===== config.mk =====
export PLATFORM = sky130hd
export DESIGN_NAME = bus_sync_fifo
export DESIGN_NICKNAME = d
export VERILOG_FILES = /design/src/rtl/bus_sync_fifo.sv
export SDC_FILE = /design/constraint.sdc
export NUM_CORES = 1
export LEC_CHECK = 0
export ABC_AREA = 1
export CAP_MARGIN = 15
export CORE_UTILIZATION = 49
export DETAILED_ROUTE_END_ITERATION = 7
export PLACE_DENSITY = 0.78
export SLEW_MARGIN = 20
export SYNTH_ARGS = -nofsm -noshare
export SYNTH_HDL_FRONTEND = slang
export SYNTH_SLANG_ARGS = --single-unit

===== constraint.sdc =====
create_clock -name dest_clk -period 1.4 [get_ports dest_clk]
set_input_delay 0.28 -clock dest_clk [delete_from_list [all_inputs] [get_ports dest_clk]]
set_output_delay 0.28 -clock dest_clk [all_outputs]
set_load 0.02 [all_outputs]

===== src/rtl/bus_sync_fifo.sv =====
// Destination-side bus synchroniser: qualifies a source-domain enable through a flop chain,
// captures the crossed bus once per detected event and buffers it in a small valid/ready FIFO.
module bus_sync_fifo #(
    parameter int DATA_WIDTH  = 8,
    parameter int SYNC_STAGES = 2,
    parameter int DEPTH       = 2,
    parameter int TOGGLE_MODE = 0
) (
    input  logic                     dest_clk,
    input  logic                     dest_rst,
    input  logic [DATA_WIDTH-1:0]    unsync_bus,
    input  logic                     bus_enable,
    output logic [DATA_WIDTH-1:0]    sync_bus,
    output logic                     sync_valid,
    input  logic                     sync_ready,
    output logic                     enable_pulse_d,
    output logic                     ack_toggle,
    output logic                     overflow,
    input  logic                     clr_overflow,
    output logic [$clog2(DEPTH):0]   count
);

    localparam int PTR_W = $clog2(DEPTH);
    localparam logic [PTR_W:0] FULL_CNT = (PTR_W + 1)'(DEPTH);

    logic [SYNC_STAGES-1:0] sync;
    logic                   sync_d;
    logic                   sync_last;
    logic                   det_event;

    logic [DATA_WIDTH-1:0]  mem [DEPTH];
    logic [PTR_W-1:0]       wr_ptr;
    logic [PTR_W-1:0]       rd_ptr;
    logic                   full;
    logic                   pop;
    logic                   push;
    logic                   drop;

    always_ff @(posedge dest_clk or posedge dest_rst) begin
        if (dest_rst) begin
            sync   <= '0;
            sync_d <= 1'b0;
        end else begin
            sync   <= {sync[SYNC_STAGES-2:0], bus_enable};
            sync_d <= sync_last;
        end
    end

    assign sync_last = sync[SYNC_STAGES-1];

    generate
        if (TOGGLE_MODE != 0) begin : g_toggle
            assign det_event = sync_last ^ sync_d;
        end else begin : g_level
            assign det_event = sync_last & ~sync_d;
        end
    endgenerate

    // A pop on the capture edge frees the slot the new word needs, so full+pop still accepts.
    assign sync_valid = (count != '0);
    assign full       = (count == FULL_CNT);
    assign pop        = sync_valid & sync_ready;
    assign push       = det_event & (~full | pop);
    assign drop       = det_event & full & ~pop;

    always_ff @(posedge dest_clk or posedge dest_rst) begin
        if (dest_rst) begin
            wr_ptr         <= '0;
            rd_ptr         <= '0;
            count          <= '0;
            enable_pulse_d <= 1'b0;
            ack_toggle     <= 1'b0;
            overflow       <= 1'b0;
        end else begin
            enable_pulse_d <= det_event;
            if (push) begin
                wr_ptr     <= wr_ptr + 1'b1;
                ack_toggle <= ~ack_toggle;
            end
            if (pop) begin
                rd_ptr <= rd_ptr + 1'b1;
            end
            case ({push, pop})
                2'b10:   count <= count + 1'b1;
                2'b01:   count <= count - 1'b1;
                default: count <= count;
            endcase
            if (drop) begin
                overflow <= 1'b1;
            end else if (clr_overflow) begin
                overflow <= 1'b0;
            end
        end
    end

    // Storage is reset so the head reads zero after reset.
    always_ff @(posedge dest_clk or posedge dest_rst) begin
        if (dest_rst) begin
            for (int i = 0; i < DEPTH; i++) begin
                mem[i] <= '0;
            end
        end else if (push) begin
            mem[wr_ptr] <= unsync_bus;
        end
    end

    assign sync_bus = mem[rd_ptr];

endmodule


==> metrics.yaml, run 1 <==
yosysWarnings: 0
violations: "negative setup slack"
rsz0062_at_grt: "yes"
slew_headroom_pct: 78.54
nFillCells: 170
synthCells: 127
insertion_delay_ns: 0.32
core_um2: 2276
cp_max_fo: 3
start_util_pct: 53.11
rr_worst_depth: 8
skew_ns: 0.008833
cp_common_cell: "buf_6"
synthesis.nets: 140
ff_latch_area_um2: 650.6
vias: 928
worst_ep_arrival_time_ns: 1.26
numCtsBuffers: 3
post-route-period-util_pct: 110.1
slowest_delay_ns: 0.41
seq_area_frac_synth_pct: 53.83
p_leak_nw: 0.8767
cts_max_path_buffers: 2
synth-seq-cells: 26
synth_commonest_cells: "51 x nand2_1, 26 x dfrtp_1, 16 x o21ai_2, 14 x inv_1, 4 x nand3_1"
num_antenna_cells: 0
fin_nets: 180
hold_path.class: "input port to asynchronous set/reset pin"
clock_sinks: 26
clkTransAtPathRegs_ns: 0.14
synth.most_common_cell: "nand2_1"
grt_max_degree: 27
ant_nets: 0
grt_first_pass_wirelength_um: 3877
period_minus_slack_ns: 1.542
die_x_um: 51.67
cp_slowest_cell: "dfrtp_1"
clockRootBuffer: "clkbuf_4"
power.internal_mw: 2.183
cp.required_ns: 1.12
multi_input_area_um2: 467.9
h-tree-depth: 1
yosysTopAreaCellShare_pct: 53.83
core.rowCount: 17
synth-edff-count: 0
p_switching_mw: 1.429
first_pass_iters: 4
power_frac_comb_pct: 51.5
viasPerCell: 4.784
hold_viol: 0
first_global_vias: 907
drv_slew: 0
crit_type: "flop to output port"
synth_area_leaders: "dfrtp_1 54%, nand2_1 16%, o21ai_2 12%"
drive_gt1_share_pct: 35.54
cp-end-kind: "output port"
max_cap_violations: 0
totalWireLength_um: 2308
swShare_pct: 39.56
ys.flop_type: "dfrtp_1"
final_util_pct: 71.14
synth_cell_type_count: 17
worst_slew_pin_slew_ns: 0.3219
ys_async_sr_fraction_pct: 100.0
pwr-share-seq_pct: 34.5
io_buffers: 26
crit_chain: "clkinv_2, buf_6, buf_6, nand2_2, nand2_2, buf_6"
drt_iter0_markers: 2
globalRouteTotalUtil_pct: 20.21
clockPowerShare_pct: 14.0
timing.fmax_mhz: 648.7
cp_top_family: "buffers and inverters"
drc: 0
wire_per_inst_um: 11.90
grt_overflow: 0
hpwl_um: 1662
antenna_found_initial: 0
critPathBufInv: 4
power_density_nw_per_um2: 2231
power.total_mw: 3.613
pin_count: 27
dieArea_um2: 2669
postLayoutSetupSlackWorst_ns: -0.1415
gp_congestion: 0.8545
outcome: "complete, but fails checks"
setup-violations-final: 8
avgSynthCellArea_um2: 9.517
vdd_drop_max_mv: 1.198
regToRegStartpoint: "count[0]$_DFFE_PP0P_"
die_height_um: 51.67
fin_setup_tns_ns: -0.7596
rrSetupSlack_ns: 0.09
yosysTopAreaCell: "dfrtp_1"
cts_tree: "done"
reg2reg_to: "mem[8]$_DFFE_PP0P_"
synthToLayoutAreaGrowth_pct: 33.95
start_kind: "flop"
syn_area_um2: 1209
-- power by group through the flow --
stage / logic [mW] / registers, mW / clock network, mW
5_1_grt: 2.02 / 1.28 / 0.545
6_report: 1.86 / 1.24 / 0.507
2_1_floorplan: 1.01 / 1.26 / 0
3_5_place_dp: 1.79 / 1.24 / 0
4_1_cts: 1.81 / 1.23 / 0.523
3_3_place_gp: 1.75 / 1.22 / 0
-- flip-flops by register name (all words and copies together) (netlist names) --
signal and cells:
rd_ptr 1, wr_ptr 1, mem 16, sync_d 1
ack_toggle 1, enable_pulse_d 1, overflow 1, sync 2
count 2
-- cell usage in the layout (no fill, tap or decap), drive strengths merged, types with 4 or more instances in the layout --
cell type	netlist	routed
clkbuf	0	4
nand2	55	55
inv	17	17
o21ai	16	16
clkdlybuf4s50	0	12
dlygate4sd2	0	4
buf	3	21
nand3	4	4
dfrtp	26	26
-- timing repair --
action / CTS / global route
buffers inserted: 2 / 0
pin swaps: 1 / 3
hold buffers: 0 / 0
resized for setup: 58 / 9
endpoints found under the setup margin: 14 / 9
-- cell families (layout without fill, tap and decap cells) --
| group | Yosys count | in the layout | synth area share (%) |
|---|---|---|---|
| compound gates | 18 | 18 | 12.73 |
| simple gates | 60 | 60 | 22.46 |
| xor+xnor | 2 | 2 | 1.450 |
| flops | 26 | 26 | 53.83 |
| buf+inv | 21 | 60 | 9.524 |
-- layer usage --
layer	vias up	share of wire [%]	wire [um]	global-route usage, %
met4	0	1.5	34	7.207
met5	-	0	0	0
li1	469	-	-	-
met1	434	43	994	24.62
met3	4	3.6	84	3.801
met2	21	52	1194	35.50
-- per-stage QoR --
stage               setup slack [ns]  std cells  cell area [um2]  hold slack, ns
finish                       -0.1415        194             1619          0.2948
global route                 -0.2130        194             1619          0.3244
CTS                          -0.1421        194             1602          0.2970
detailed placement           -0.1303        188             1534          0.3556
global placement             -0.1195        188             1534          0.3371
floorplan                    0.09412        127             1209          0.3114
-- worst min-delay path: stages --
cell and delay (ns):
clkdlybuf4s50_1 0.40, inv_1 0.05, buf_4 0.30
-- how the worst max path moves through the flow --
| stage | from | endpoint | depth (start not counted) |
|---|---|---|---|
| floorplan | count[0]$_DFFE_PP0P_ | count[1]$_DFFE_PP0P_ | 8 |
| global placement | rd_ptr$_DFFE_PP0P_ | sync_bus[7] | 5 |
| detailed placement | rd_ptr$_DFFE_PP0P_ | sync_bus[3] | 5 |
| CTS | rd_ptr$_DFFE_PP0P_ | sync_bus[6] | 6 |
| global route | rd_ptr$_DFFE_PP0P_ | sync_bus[6] | 6 |
| finish | rd_ptr$_DFFE_PP0P_ | sync_bus[7] | 6 |
-- final cells by class --
| cell class | count | area share (%) |
|---|---|---|
| Clock buffer | 3 | 1.391 |
| Sequential cell | 26 | 40.19 |
| Timing Repair Buffer | 38 | 21.10 |
| Clock inverter | 1 | 1.855 |
| Tap cell | 28 | 2.164 |
| Multi-Input combinational cell | 80 | 28.90 |
| Inverter | 18 | 4.405 |
(Power assumes the default switching activity.)
==> run 2: changes to the inputs <==
--- a/config.mk
+++ b/config.mk
@@ -9,6 +9,7 @@
 export CAP_MARGIN = 15
 export CORE_UTILIZATION = 49
 export DETAILED_ROUTE_END_ITERATION = 7
+export MAX_ROUTING_LAYER = met4
 export PLACE_DENSITY = 0.78
 export SLEW_MARGIN = 20
 export SYNTH_ARGS = -nofsm -noshare
==> results of run 2 <==
No change in the layout: final DEF, timing and power equal those of run 1.
Main changes from that run: final weighted congestion in routability-driven placement 0.8545 -> 0.8680; wire length of the first global-routing pass 3877 um -> 3884 um; via count of the first global-routing pass 907 -> 906; overall routing resource usage 20.21% -> 20.76%
